$ cat config.mk
export PLATFORM = sky130hd
export DESIGN_NAME = chunk_fetcher_flat
export DESIGN_NICKNAME = d
export VERILOG_FILES = /design/src/rtl/chunk_fetcher_if.sv /design/src/rtl/chunk_fetcher.sv /design/src/flat_wrapper.sv
export SDC_FILE = /design/constraint.sdc
export NUM_CORES = 1
export LEC_CHECK = 0
export CORE_ASPECT_RATIO = 0.75
export CORE_MARGIN = 5
export CORE_UTILIZATION = 40
export DETAILED_ROUTE_END_ITERATION = 16
export PLACE_DENSITY = 0.77
export SLEW_MARGIN = 20
export SYNTH_ARGS = -nofsm -noshare
export SYNTH_HDL_FRONTEND = slang
export SYNTH_SLANG_ARGS = --single-unit
$ cat constraint.sdc
create_clock -name clk -period 2.4 [get_ports clk]
set_input_delay 0.48 -clock clk [delete_from_list [all_inputs] [get_ports clk]]
set_output_delay 0.48 -clock clk [all_outputs]
set_load 0.005 [all_outputs]
$ cat src/rtl/chunk_fetcher_if.sv
// chunk_fetcher_if: start/RAM-read/chunk-stream bundle for chunk_fetcher.
// slave is the fetcher side; master is the environment (controller, RAM, consumer).
interface chunk_fetcher_if #(
    parameter int AW = 10
);
    logic          start;
    logic [AW-1:0] base_addr;
    logic [AW-1:0] addr_r;
    logic [31:0]   dout;
    logic          rd_en;
    logic [31:0]   chunk_out;
    logic          chunk_valid;
    logic          chunk_ready;
    logic          row_end;
    logic          frame_end;
    logic          busy;
    logic          done;

    modport slave (
        input  start, base_addr, dout, chunk_ready,
        output addr_r, rd_en, chunk_out, chunk_valid, row_end, frame_end, busy, done
    );

    modport master (
        output start, base_addr, dout, chunk_ready,
        input  addr_r, rd_en, chunk_out, chunk_valid, row_end, frame_end, busy, done
    );
endinterface

$ cat src/rtl/chunk_fetcher.sv
// chunk_fetcher: streams one IMG_W x IMG_H frame of 32-bit chunks from a 1-cycle
// latency tensor RAM through a 2-entry output FIFO to the sliding-window consumer.
module chunk_fetcher #(
    parameter int IMG_W = 32,
    parameter int IMG_H = 32
) (
    input logic            clk,
    input logic            reset,
    chunk_fetcher_if.slave bus
);
    localparam int DEPTH = IMG_W * IMG_H;
    localparam int AW = $clog2(DEPTH);
    localparam int CW = IMG_W > 1 ? $clog2(IMG_W) : 1;
    localparam logic [AW:0]   DEPTH_W  = DEPTH[AW:0];
    localparam logic [AW-1:0] LAST_IDX = AW'(DEPTH - 1);
    localparam logic [CW-1:0] LAST_COL = CW'(IMG_W - 1);

    typedef enum logic [1:0] {IDLE, FETCH, DRAIN, DONE} state_t;

    state_t        state;
    logic [AW-1:0] base;
    logic [AW-1:0] idx;
    logic [CW-1:0] col;
    logic          in_flight;
    logic          pend_row;
    logic          pend_frame;
    logic [31:0]   data_q [2];
    logic          row_q [2];
    logic          frame_q [2];
    logic          wr_ptr;
    logic          rd_ptr;
    logic [1:0]    count;
    logic          valid;
    logic          pop;
    logic          issue;
    logic [1:0]    credit;
    logic [AW:0]   sum;
    logic [AW:0]   wrapped;

    always_comb begin
        valid   = count != 2'd0;
        pop     = valid && bus.chunk_ready;
        // Slots held after this edge; counting the pop keeps reads flowing every cycle.
        credit  = count - {1'b0, pop} + {1'b0, in_flight};
        issue   = state == FETCH && credit < 2'd2;
        sum     = {1'b0, base} + {1'b0, idx};
        wrapped = sum - DEPTH_W;
    end

    assign bus.rd_en       = issue;
    assign bus.addr_r      = sum >= DEPTH_W ? wrapped[AW-1:0] : sum[AW-1:0];
    assign bus.chunk_valid = valid;
    assign bus.chunk_out   = data_q[rd_ptr];
    assign bus.row_end     = valid && row_q[rd_ptr];
    assign bus.frame_end   = valid && frame_q[rd_ptr];
    assign bus.busy        = state != IDLE;
    assign bus.done        = state == DONE;

    always_ff @(posedge clk or negedge reset) begin
        if (!reset) begin
            state      <= IDLE;
            base       <= '0;
            idx        <= '0;
            col        <= '0;
            in_flight  <= 1'b0;
            pend_row   <= 1'b0;
            pend_frame <= 1'b0;
            data_q[0]  <= '0;
            data_q[1]  <= '0;
            row_q[0]   <= 1'b0;
            row_q[1]   <= 1'b0;
            frame_q[0] <= 1'b0;
            frame_q[1] <= 1'b0;
            wr_ptr     <= 1'b0;
            rd_ptr     <= 1'b0;
            count      <= '0;
        end else begin
            count     <= credit;
            in_flight <= issue;
            if (pop)
                rd_ptr <= ~rd_ptr;
            if (in_flight) begin
                data_q[wr_ptr]  <= bus.dout;
                row_q[wr_ptr]   <= pend_row;
                frame_q[wr_ptr] <= pend_frame;
                wr_ptr          <= ~wr_ptr;
            end
            // Tags travel with the read so they line up with the returning data.
            if (issue) begin
                pend_row   <= col == LAST_COL;
                pend_frame <= idx == LAST_IDX;
                idx        <= idx + AW'(1);
                col        <= col == LAST_COL ? '0 : col + CW'(1);
            end
            case (state)
                IDLE: if (bus.start) begin
                    base  <= bus.base_addr;
                    idx   <= '0;
                    col   <= '0;
                    state <= FETCH;
                end
                FETCH: if (issue && idx == LAST_IDX) state <= DRAIN;
                DRAIN: if (credit == 2'd0) state <= DONE;
                default: state <= IDLE;
            endcase
        end
    end
endmodule
$ cat src/flat_wrapper.sv
// flat-port wrapper written by rule: the top's interface ports become plain ports
module chunk_fetcher_flat 
#(
    parameter int IMG_W = 32,
    parameter int IMG_H = 32
)
  (clk, reset, bus_start, bus_base_addr, bus_dout, bus_chunk_ready, bus_addr_r, bus_rd_en, bus_chunk_out, bus_chunk_valid, bus_row_end, bus_frame_end, bus_busy, bus_done);
  chunk_fetcher_if bus_i ();
  input logic clk;
  input logic reset;
  input wire logic [$bits(bus_i.start)-1:0] bus_start;
  input wire logic [$bits(bus_i.base_addr)-1:0] bus_base_addr;
  input wire logic [$bits(bus_i.dout)-1:0] bus_dout;
  input wire logic [$bits(bus_i.chunk_ready)-1:0] bus_chunk_ready;
  output wire logic [$bits(bus_i.addr_r)-1:0] bus_addr_r;
  output wire logic [$bits(bus_i.rd_en)-1:0] bus_rd_en;
  output wire logic [$bits(bus_i.chunk_out)-1:0] bus_chunk_out;
  output wire logic [$bits(bus_i.chunk_valid)-1:0] bus_chunk_valid;
  output wire logic [$bits(bus_i.row_end)-1:0] bus_row_end;
  output wire logic [$bits(bus_i.frame_end)-1:0] bus_frame_end;
  output wire logic [$bits(bus_i.busy)-1:0] bus_busy;
  output wire logic [$bits(bus_i.done)-1:0] bus_done;
  assign bus_i.start = bus_start;
  assign bus_i.base_addr = bus_base_addr;
  assign bus_i.dout = bus_dout;
  assign bus_i.chunk_ready = bus_chunk_ready;
  assign bus_addr_r = bus_i.addr_r;
  assign bus_rd_en = bus_i.rd_en;
  assign bus_chunk_out = bus_i.chunk_out;
  assign bus_chunk_valid = bus_i.chunk_valid;
  assign bus_row_end = bus_i.row_end;
  assign bus_frame_end = bus_i.frame_end;
  assign bus_busy = bus_i.busy;
  assign bus_done = bus_i.done;
  chunk_fetcher #(.IMG_W(IMG_W), .IMG_H(IMG_H)) u_core (.clk(clk), .reset(reset), .bus(bus_i));
endmodule
# == After elaboration in Yosys (flattened, before gate mapping) ==
# Index checks and enable logic that the tools add are counted.
# totals
word_cells,79
input_bits,46
output_inout_bits,48
regBits,102
# op_classes
n_bitwise,4
mux,28
addsub,6
eq_ne,8
reduce_logical,12
n_lt_le_gt_ge,5
# ops
op,n
32-bit 2-to-1 mux,4
64-bit bitwise mux,1
10-bit 2-to-1 mux,4
32-bit demux with 1-bit select,1
5-bit 2-to-1 mux,4
10-bit by 10-bit adder with 11-bit output,1
"11-bit greater-or-equal comparator, second input constant",1
"10-bit by 1-bit adder with 10-bit output, second input constant",1
"10-bit equality test, second input constant",1
"10-bit by 1-bit subtractor with 10-bit output, second input constant",1
1-bit 2-to-1 mux,7
1-bit logical AND,6
2-bit 2-to-1 mux,3
2-bit one-hot mux with 3 select lines,1
"5-bit by 1-bit adder with 5-bit output, second input constant",1
"5-bit equality test, second input constant",1
2-bit bitwise mux,2
"2-bit equality test, second input constant",2
"2-bit greater-or-equal comparator, second input constant",2
2-bit zero test,2
"2-bit inequality test, second input constant",2
1-bit inverter with 2-bit output,2
2-bit nonzero test,2
3-bit AND reduction,1
other kinds (9),10

# == Logic depth before layout (Yosys ltp) ==
# Gate-level depths: netlist of the first run.
# depth
depth_word,9
depth_mapped,10
ltp_nobuf,10

# == Least setup slack after synthesis of the first run ==
# OpenSTA, ideal clock, no wires.
# synth_path
kind,register to output
start,register u_core.idx[0]
end,output bus_addr_r[8]
path_slack_ps,-23
path_buffers,0
stages_incl_launch_ff,7
t_required_ps,1920
arrival_ps,1943
cell_sequence,dfrtp_1 -> ha_1 -> fa_1 -> a21o_1 -> a221o_1 -> o41ai_1 -> xnor2_1
# synth_via
elab_chain_len,3
elab_cells_between_ends,4
cone_classes,add/sub: 2; order compare: 1; mux: 1
# synth_lines
element,line,source
from (decl),chunk_fetcher.sv:22,logic [AW-1:0] idx;
from (signal assigned),chunk_fetcher.sv:92,idx <= idx + AW'(1);
10-bit by 10-bit adder with 11-bit output *,chunk_fetcher.sv:46,"sum = {1'b0, base} + {1'b0, idx};"
10-bit by 1-bit subtractor with 10-bit output or 11-bit greater-or-equal comparator (tied branches),"chunk_fetcher.sv:47, chunk_fetcher.sv:51",
10-bit 2-to-1 mux *,chunk_fetcher.sv:51,assign bus.addr_r = sum >= DEPTH_W ? wrapped[AW-1:0] : sum[AW-1:0];
to (decl),flat_wrapper.sv:15,output wire logic [$bits(bus_i.addr_r)-1:0] bus_addr_r;
# Mark *: on every way between the ends. The rest lies on a longest branch, timed or not.

# == Worst setup path in the final report of the first run ==
# layout_path
start,register u_core.base[0]
end,output bus_addr_r[8]
# layout_via
elab_chain_len,3
elab_cells_between_ends,4
cone_classes,add/sub: 2; order compare: 1; mux: 1
# layout_lines
element,line,source
from (decl),chunk_fetcher.sv:21,logic [AW-1:0] base;
from (signal assigned),chunk_fetcher.sv:97,base <= bus.base_addr;
10-bit by 10-bit adder with 11-bit output *,chunk_fetcher.sv:46,
10-bit by 1-bit subtractor with 10-bit output or 11-bit greater-or-equal comparator (tied branches),"chunk_fetcher.sv:47, chunk_fetcher.sv:51",
10-bit 2-to-1 mux *,chunk_fetcher.sv:51,
# Marks and branches as above.

==> metrics.yaml, run 1 <==
synth:
  yosysTopAreaCell: "dfrtp_1"
  synth_edf_count: 0
  synth.distinct_cells: 41
  synth.most_common_cell: "dfrtp_1"
  synth_commonest_cells: "dfrtp_1, mux2_2, nand2_1"
  synthCells: 401
  synthArstFlopShare_pct: 100.0
  ys_seq_area_share_pct: 51.90
  synth_top_area_share_pct: 51.90
  yosysWarnings: 0
  syn_nets: 466
  syn_area_per_cell_um2: 12.27
  synthesis.area_mm2: 0.004918
  netlist_top_cells_area: "dfrtp_1, mux2_2, ha_1, nand2_1, mux2_1"
  ys.flop_type: "dfrtp_1"
  synth_seq_cells: 102
power_and_ir_drop:
  p_total_mw: 8.654
  power_leakage_nw: 3.088
  p_per_area_mw_per_mm2: 1271
  pwr-share-comb_pct: 49.2
  p_sw_mw: 2.633
  swShare_pct: 30.43
  pwr-share-clk_pct: 18.4
  intPower_mw: 6.021
  irDropWorstVdd_v: 0.0005985
  seqPwrFrac_pct: 32.5
setup_path:
  ff2ff_setup_slack_ns: 0.16
  cp-end-kind: "output port"
  startpoint: "u_core.base[0]"
  r2r_end: "u_core.state[1]"
  cp-start-kind: "flip-flop"
  crit_family: "compound AO/OA/AOI/OAI gates"
  worst_path_largest_cell_delay_ns: 0.39
  r2r_cells: 11
  worstPathMaxFanout: 2
  path_buf_inv: 1
  worst_ep_required_time_ns: 1.92
  crit_end: "bus_addr_r[8]"
  crit_path_top_delay_cell: "dfrtp_1"
  r2r-start: "u_core.count[0]"
  path_depth: 7
  arrival_ns: 2.34
  cp_cell_sequence: "ha_2 -> fa_2 -> a21o_1 -> a221o_1 -> o41ai_2 -> xnor2_1 -> buf_2"
  critPathKind: "reg -> out"
cts:
  clock_latency_ns: 0.34
  cts_hold_buf: 0
  cts_tree: "yes"
  cts_num_sinks: 102
  clk_path_buf_depth: 2
  cts_buffers: 9
  clk_pin_slew_ns: 0.06
  cts_max_level: 3
  root_buffer: "clkbuf_16"
cells_and_area:
  drive_gt1_share_pct: 34.07
  regArea_mm2: 0.002552
  nets: 602
  fillCellCount: 1027
  area_delta_synth_final_pct: 38.41
  final_core_util_pct: 55.92
  finalNonFillerCells: 706
  diodes: 0
  fin_area_mm2: 0.006808
  multiInputGateArea_mm2: 0.002405
floorplanning:
  die_x_um: 138.0
  start_util_pct: 40.40
  coreArea_mm2: 0.01217
  die_y_um: 106.0
  ios: 94
  row_count: 35
  die-area_mm2: 0.01464
place:
  place.detailed.hpwl_um: 7925
  io_buffers: 93
  placed_area_mm2: 0.006302
  gp_congestion: 0.8030
  placed_cells: 682
  place_ws_ns: -0.5731
timing:
  rsz0062_at_grt: "true"
  fmax_mhz: 355.0
  setup_viol: 7
  fin_worst_skew_ns: 0.004237
  hold_viol: 0
  tns_ns: -1.754
  fin_crit_sh_pct: 117.4
  tightest_slew_ns: 0.5840
  slew_violations: 0
  fin_crit_ns: 2.817
  slew-limit-headroom_pct: 61.07
  hold_slack_ns: 0.1489
  worst_slack_ns: -0.4168
global_route:
  overflow: 0
  track_usage_pct: 15.66
  grt_max_degree: 44
  grt_pass1_wl_um: 18760
  grt_antenna_before_repair: 0
  grt_pass1_vias: 3894
outcome:
  violations: "setup timing"
  status: "finished with violations"
routing:
  detail-route-antenna-nets: 0
  drt_iter0_markers: 136
  wirelength_um: 11190
  via_per_inst: 5.021
  wl_per_cell_um: 15.85
  drc: 0
  vias: 3545
  drt_pass1_iterations: 5
hold_path:
  hold_path_class: "in -> async"
run:
  maxCapViolCount: 0
state kept, by name, summed over array words and instances, names as in the netlist, 2 cells and up:
signal and count:
u_core.idx 10, u_core.state 2, u_core.frame_q 2, u_core.row_q 2, u_core.count 2, u_core.base 10, u_core.data_q 64, u_core.col 5
timing repair:
action,4_1_cts,5_1_grt
resized for setup,57,10
setup buffers,6,4
gates cloned,0,0
endpoints found under the setup margin,12,12
pin swaps,16,13
cell usage in the layout (no fill, tap or decap), types with 2 or more instances in the layout:
master,instances
dfrtp_1,102
mux2_2,90
clkdlybuf4s50_1,81
nand2_1,43
buf_4,42
ha_1,15
nor2_1,14
a21oi_1,11
mux2_1,11
xor2_1,10
nand3_1,9
clkbuf_16,9
buf_2,7
buf_6,7
inv_1,6
o21ai_1,6
and3_1,5
or3_1,5
xnor2_1,4
nor3_1,4
or4_1,3
and2_1,3
nand4_1,3
o211a_1,3
bufinv_16,3
dlygate4sd2_1,3
inv_2,2
a21o_1,2
o211ai_1,2
a2111oi_4,2
nor2_4,2
mux2i_1,2
ha_2,2
worst reg2reg max path, cell delays in order (launching register included):
cell and delay [ns]:
dfrtp_1 0.38, nor2_2 0.15, nor2b_2 0.07, ha_1 0.27, inv_1 0.06, ha_2 0.16, xnor3_2 0.25, buf_4 0.19
inv_2 0.07, o21ai_2 0.05, and3_1 0.18, a211o_1 0.29
logic make-up (layout without fill, tap and decap cells):
group	count (synthesis)	after routing	share of synthesized area (%)
multiplexers	103	103	23.53
flip-flops	102	102	51.90
AND/OR/NAND/NOR	101	101	9.667
AO/OA/AOI/OAI	36	36	4.833
buffers and inverters	24	163	1.934
adder cells (fa/ha/maj)	19	19	4.986
XOR/XNOR	16	16	3.154
how the worst min path moves through the flow:
stage,startpoint,to,slack [ns],cells past startpoint
2_1_floorplan,reset,u_core.base[0],0.18,0
3_3_place_gp,u_core.base[0],u_core.base[0],0.46,2
3_5_place_dp,u_core.base[6],u_core.base[6],0.47,2
4_1_cts,reset,u_core.data_q[17],0.16,1
5_1_grt,reset,u_core.count[0],0.19,1
6_report,reset,u_core.count[0],0.15,1
power by group through the flow:
stage               logic, mW  clock network [mW]  registers, mW
floorplan                2.28                   0           2.73
global placement         4.07                   0           2.76
detailed placement       4.17                   0           2.84
CTS                      4.28                1.63           2.81
global route             4.66                1.70           2.89
finish                   4.26                1.59           2.81
layout make-up:
| cell class | instances | area share [%] |
|---|---|---|
| inverters | 8 | 0.4411 |
| multi-input cells | 275 | 35.32 |
| clock buffers | 10 | 3.363 |
| well taps | 166 | 3.051 |
| clock inverters | 4 | 1.434 |
| flip-flops and latches | 102 | 37.49 |
| repair buffers | 141 | 18.89 |
metal layers:
layer	part of all wire (%)	global-route usage (%)	vias to the layer above
met5	0	0	-
met4	1.8	6.065	0
met3	4.3	4.002	14
met2	52	27.09	75
met1	42	18.87	1769
li1	-	-	1687
Power figures use the tool's default switching activity.
==> inputs of run 2 (changes only) <==
DONT_BUFFER_PORTS = 1   (was not set)
PLACE_DENSITY = 0.66   (was 0.77)
==> run 2 against run 1 <==
Against the previous run: the flow finishes with violations (hold timing, setup timing); power shrank 14%; clock-buffer cell count is the same; setup slack gained 0.085 ns; clock skew grew 0.0049 ns; critical path type unchanged.
==> metrics.yaml, run 2 (synthesis results as in run 1) <==
setup_path:
  ff2ff_setup_slack_ns: 0.13  # was 0.16 ns
  startpoint: "u_core.idx[0]"  # was u_core.base[0]
  r2r-start: "u_core.count[0]"  # unchanged
  r2r_end: "u_core.state[1]"  # unchanged
  arrival_ns: 2.25  # was 2.34 ns
  worstPathMaxFanout: 2  # unchanged
  cp-start-kind: "flip-flop"  # unchanged
  r2r_cells: 11  # unchanged
  cp-end-kind: "output port"  # unchanged
  worst_ep_required_time_ns: 1.92  # about the same
  crit_end: "bus_addr_r[8]"  # unchanged
  critPathKind: "reg -> out"  # unchanged
cells_and_area:
  finalNonFillerCells: 597  # was 706
  layout_commonest_cell: "dfrtp_1"  # unchanged
  nets: 491  # was 602
  fin_area_mm2: 0.005715  # was 0.006808 mm²
  regArea_mm2: 0.002552  # unchanged
  fillCellCount: 1130  # was 1027
  most-common-layout-cells: "dfrtp_1, mux2_2, nand2_1"  # was dfrtp_1, mux2_2, clkdlybuf4s50_1
  top_register: "u_core.data_q"  # unchanged
  multiInputGateArea_mm2: 0.002399  # was 0.002405 mm²
  largest_reg_flops: 64  # unchanged
  diodes: 0  # unchanged
  drive_gt1_share_pct: 36.43  # was 34.07%
  area_delta_synth_final_pct: 16.20  # was 38.41%
  reg_top3: "u_core.data_q (64), u_core.base (10), u_core.idx (10)"  # unchanged
  final_core_util_pct: 46.95  # was 55.92%
cts:
  cts_tree: "yes"  # unchanged
  cts_num_sinks: 102  # unchanged
  cts_buffers: 9  # unchanged
  clk_pin_slew_ns: 0.07  # was 0.06 ns
  clock_latency_ns: 0.34  # about the same
  root_buffer: "clkbuf_16"  # unchanged
  cts_max_level: 3  # unchanged
  clk_path_buf_depth: 2  # unchanged
routing:
  vias: 3135  # was 3545
  wirelength_um: 9923  # was 11190 µm
  drt_pass1_iterations: 4  # was 5
  via_per_inst: 5.251  # was 5.021
  drt_iter0_markers: 110  # was 136
  drc: 0  # unchanged
  detail-route-antenna-nets: 0  # unchanged
  wl_per_cell_um: 16.62  # was 15.85 µm
global_route:
  track_usage_pct: 13.84  # was 15.66%
  grt_antenna_before_repair: 0  # unchanged
  grt_pass1_vias: 3311  # was 3894
  grt_max_degree: 103  # was 44
  grt_pass1_wl_um: 16830  # was 18760 µm
  overflow: 0  # unchanged
place:
  gp_congestion: 0.7423  # was 0.8030
  place_ws_ns: -0.06279  # was -0.5731 ns
  placed_cells: 569  # was 682
  placed_area_mm2: 0.005224  # was 0.006302 mm²
  place.detailed.hpwl_um: 6894  # was 7925 µm
  io_buffers: 0  # was 93
timing:
  slew-limit-headroom_pct: 62.74  # was 61.07%
  fmax_mhz: 366.1  # was 355.0 MHz
  fin_worst_skew_ns: 0.009135  # was 0.004237 ns
  fin_crit_ns: 2.732  # was 2.817 ns
  hold_viol: 102  # was 0
  worst_slack_ns: -0.3316  # was -0.4168 ns
  setup_viol: 5  # was 7
  slew_violations: 0  # unchanged
  rsz0062_at_grt: "true"  # unchanged
  tns_ns: -0.9558  # was -1.754 ns
  fin_crit_sh_pct: 113.8  # was 117.4%
  hold_slack_ns: -0.1682  # was 0.1489 ns
  tightest_slew_ns: 0.5588  # was 0.5840 ns
floorplanning:
  die_x_um: 138.0  # unchanged
  die_y_um: 106.0  # unchanged
  start_util_pct: 40.40  # unchanged
  ios: 94  # unchanged
  coreArea_mm2: 0.01217  # unchanged
  row_count: 35  # unchanged
  die-area_mm2: 0.01464  # unchanged
outcome:
  violations: "hold timing, setup timing"  # was setup timing
  status: "finished with violations"  # unchanged
run:
  maxCapViolCount: 0  # unchanged
power_and_ir_drop:
  power_leakage_nw: 2.605  # was 3.088 nW
  irDropWorstVdd_v: 0.0005094  # was 0.0005985 V
  p_per_area_mw_per_mm2: 1304  # was 1271 mW/mm²
  p_total_mw: 7.451  # was 8.654 mW
hold_path:
  hold_path_class: "in -> async"  # unchanged
-- run 2: cell types whose count changed in the layout (fill, tap and decap cells not counted), sizes merged --
cell,delta
buf,-27
dlygate4sd2,-3
bufinv,-3
inv,+2
clkinv,+3
clkdlybuf4s50,-81
-- run 2: cell type report --
cell class,count,area share [%]
sequential,102,44.66
multi-input combinational,275,41.97
timing repair buffer,30,4.225
clock buffer,10,4.006
tap,166,3.634
clock inverter,6,0.9413
inverter,8,0.5692
-- run 2: what timing repair did --
item,CTS,global route
endpoints found under the hold margin,102,102
setup buffers,4,8
resized for setup,14,10
pin swaps,7,5
endpoints found under the setup margin,6,11
-- run 2: critical path, stage by stage, from the launching register on --
cell     delay [ns]
dfrtp_1        0.38
ha_2           0.20
fa_2           0.34
a21o_1         0.18
a221o_1        0.33
o41ai_2        0.29
xnor2_1        0.18
-- run 2: power breakdown --
part / internal (mW) / switching [mW] / total [mW]
Sequential: 2.44 / 0.363 / 2.80
Combinational: 1.79 / 1.49 / 3.28
Clock: 0.720 / 0.651 / 1.37
-- run 2: layer usage --
| layer | global-route usage [%] | share of wire [%] |
|---|---|---|
| met3 | 4.272 | 4.6 |
| met5 | 0 | 0 |
| met4 | 3.597 | 0.98 |
| met2 | 23.43 | 51 |
| met1 | 17.33 | 43 |
-- run 2: worst min path at each step --
stage                             end  slack (ns)  cells after the start   from
finish              u_core.data_q[48]       -0.17                      0  reset
detailed placement  u_core.data_q[18]        0.19                      0  reset
CTS                 u_core.data_q[18]       -0.19                      0  reset
global route        u_core.data_q[48]       -0.20                      0  reset
floorplan              u_core.base[0]        0.18                      0  reset
global placement    u_core.data_q[18]        0.19                      0  reset
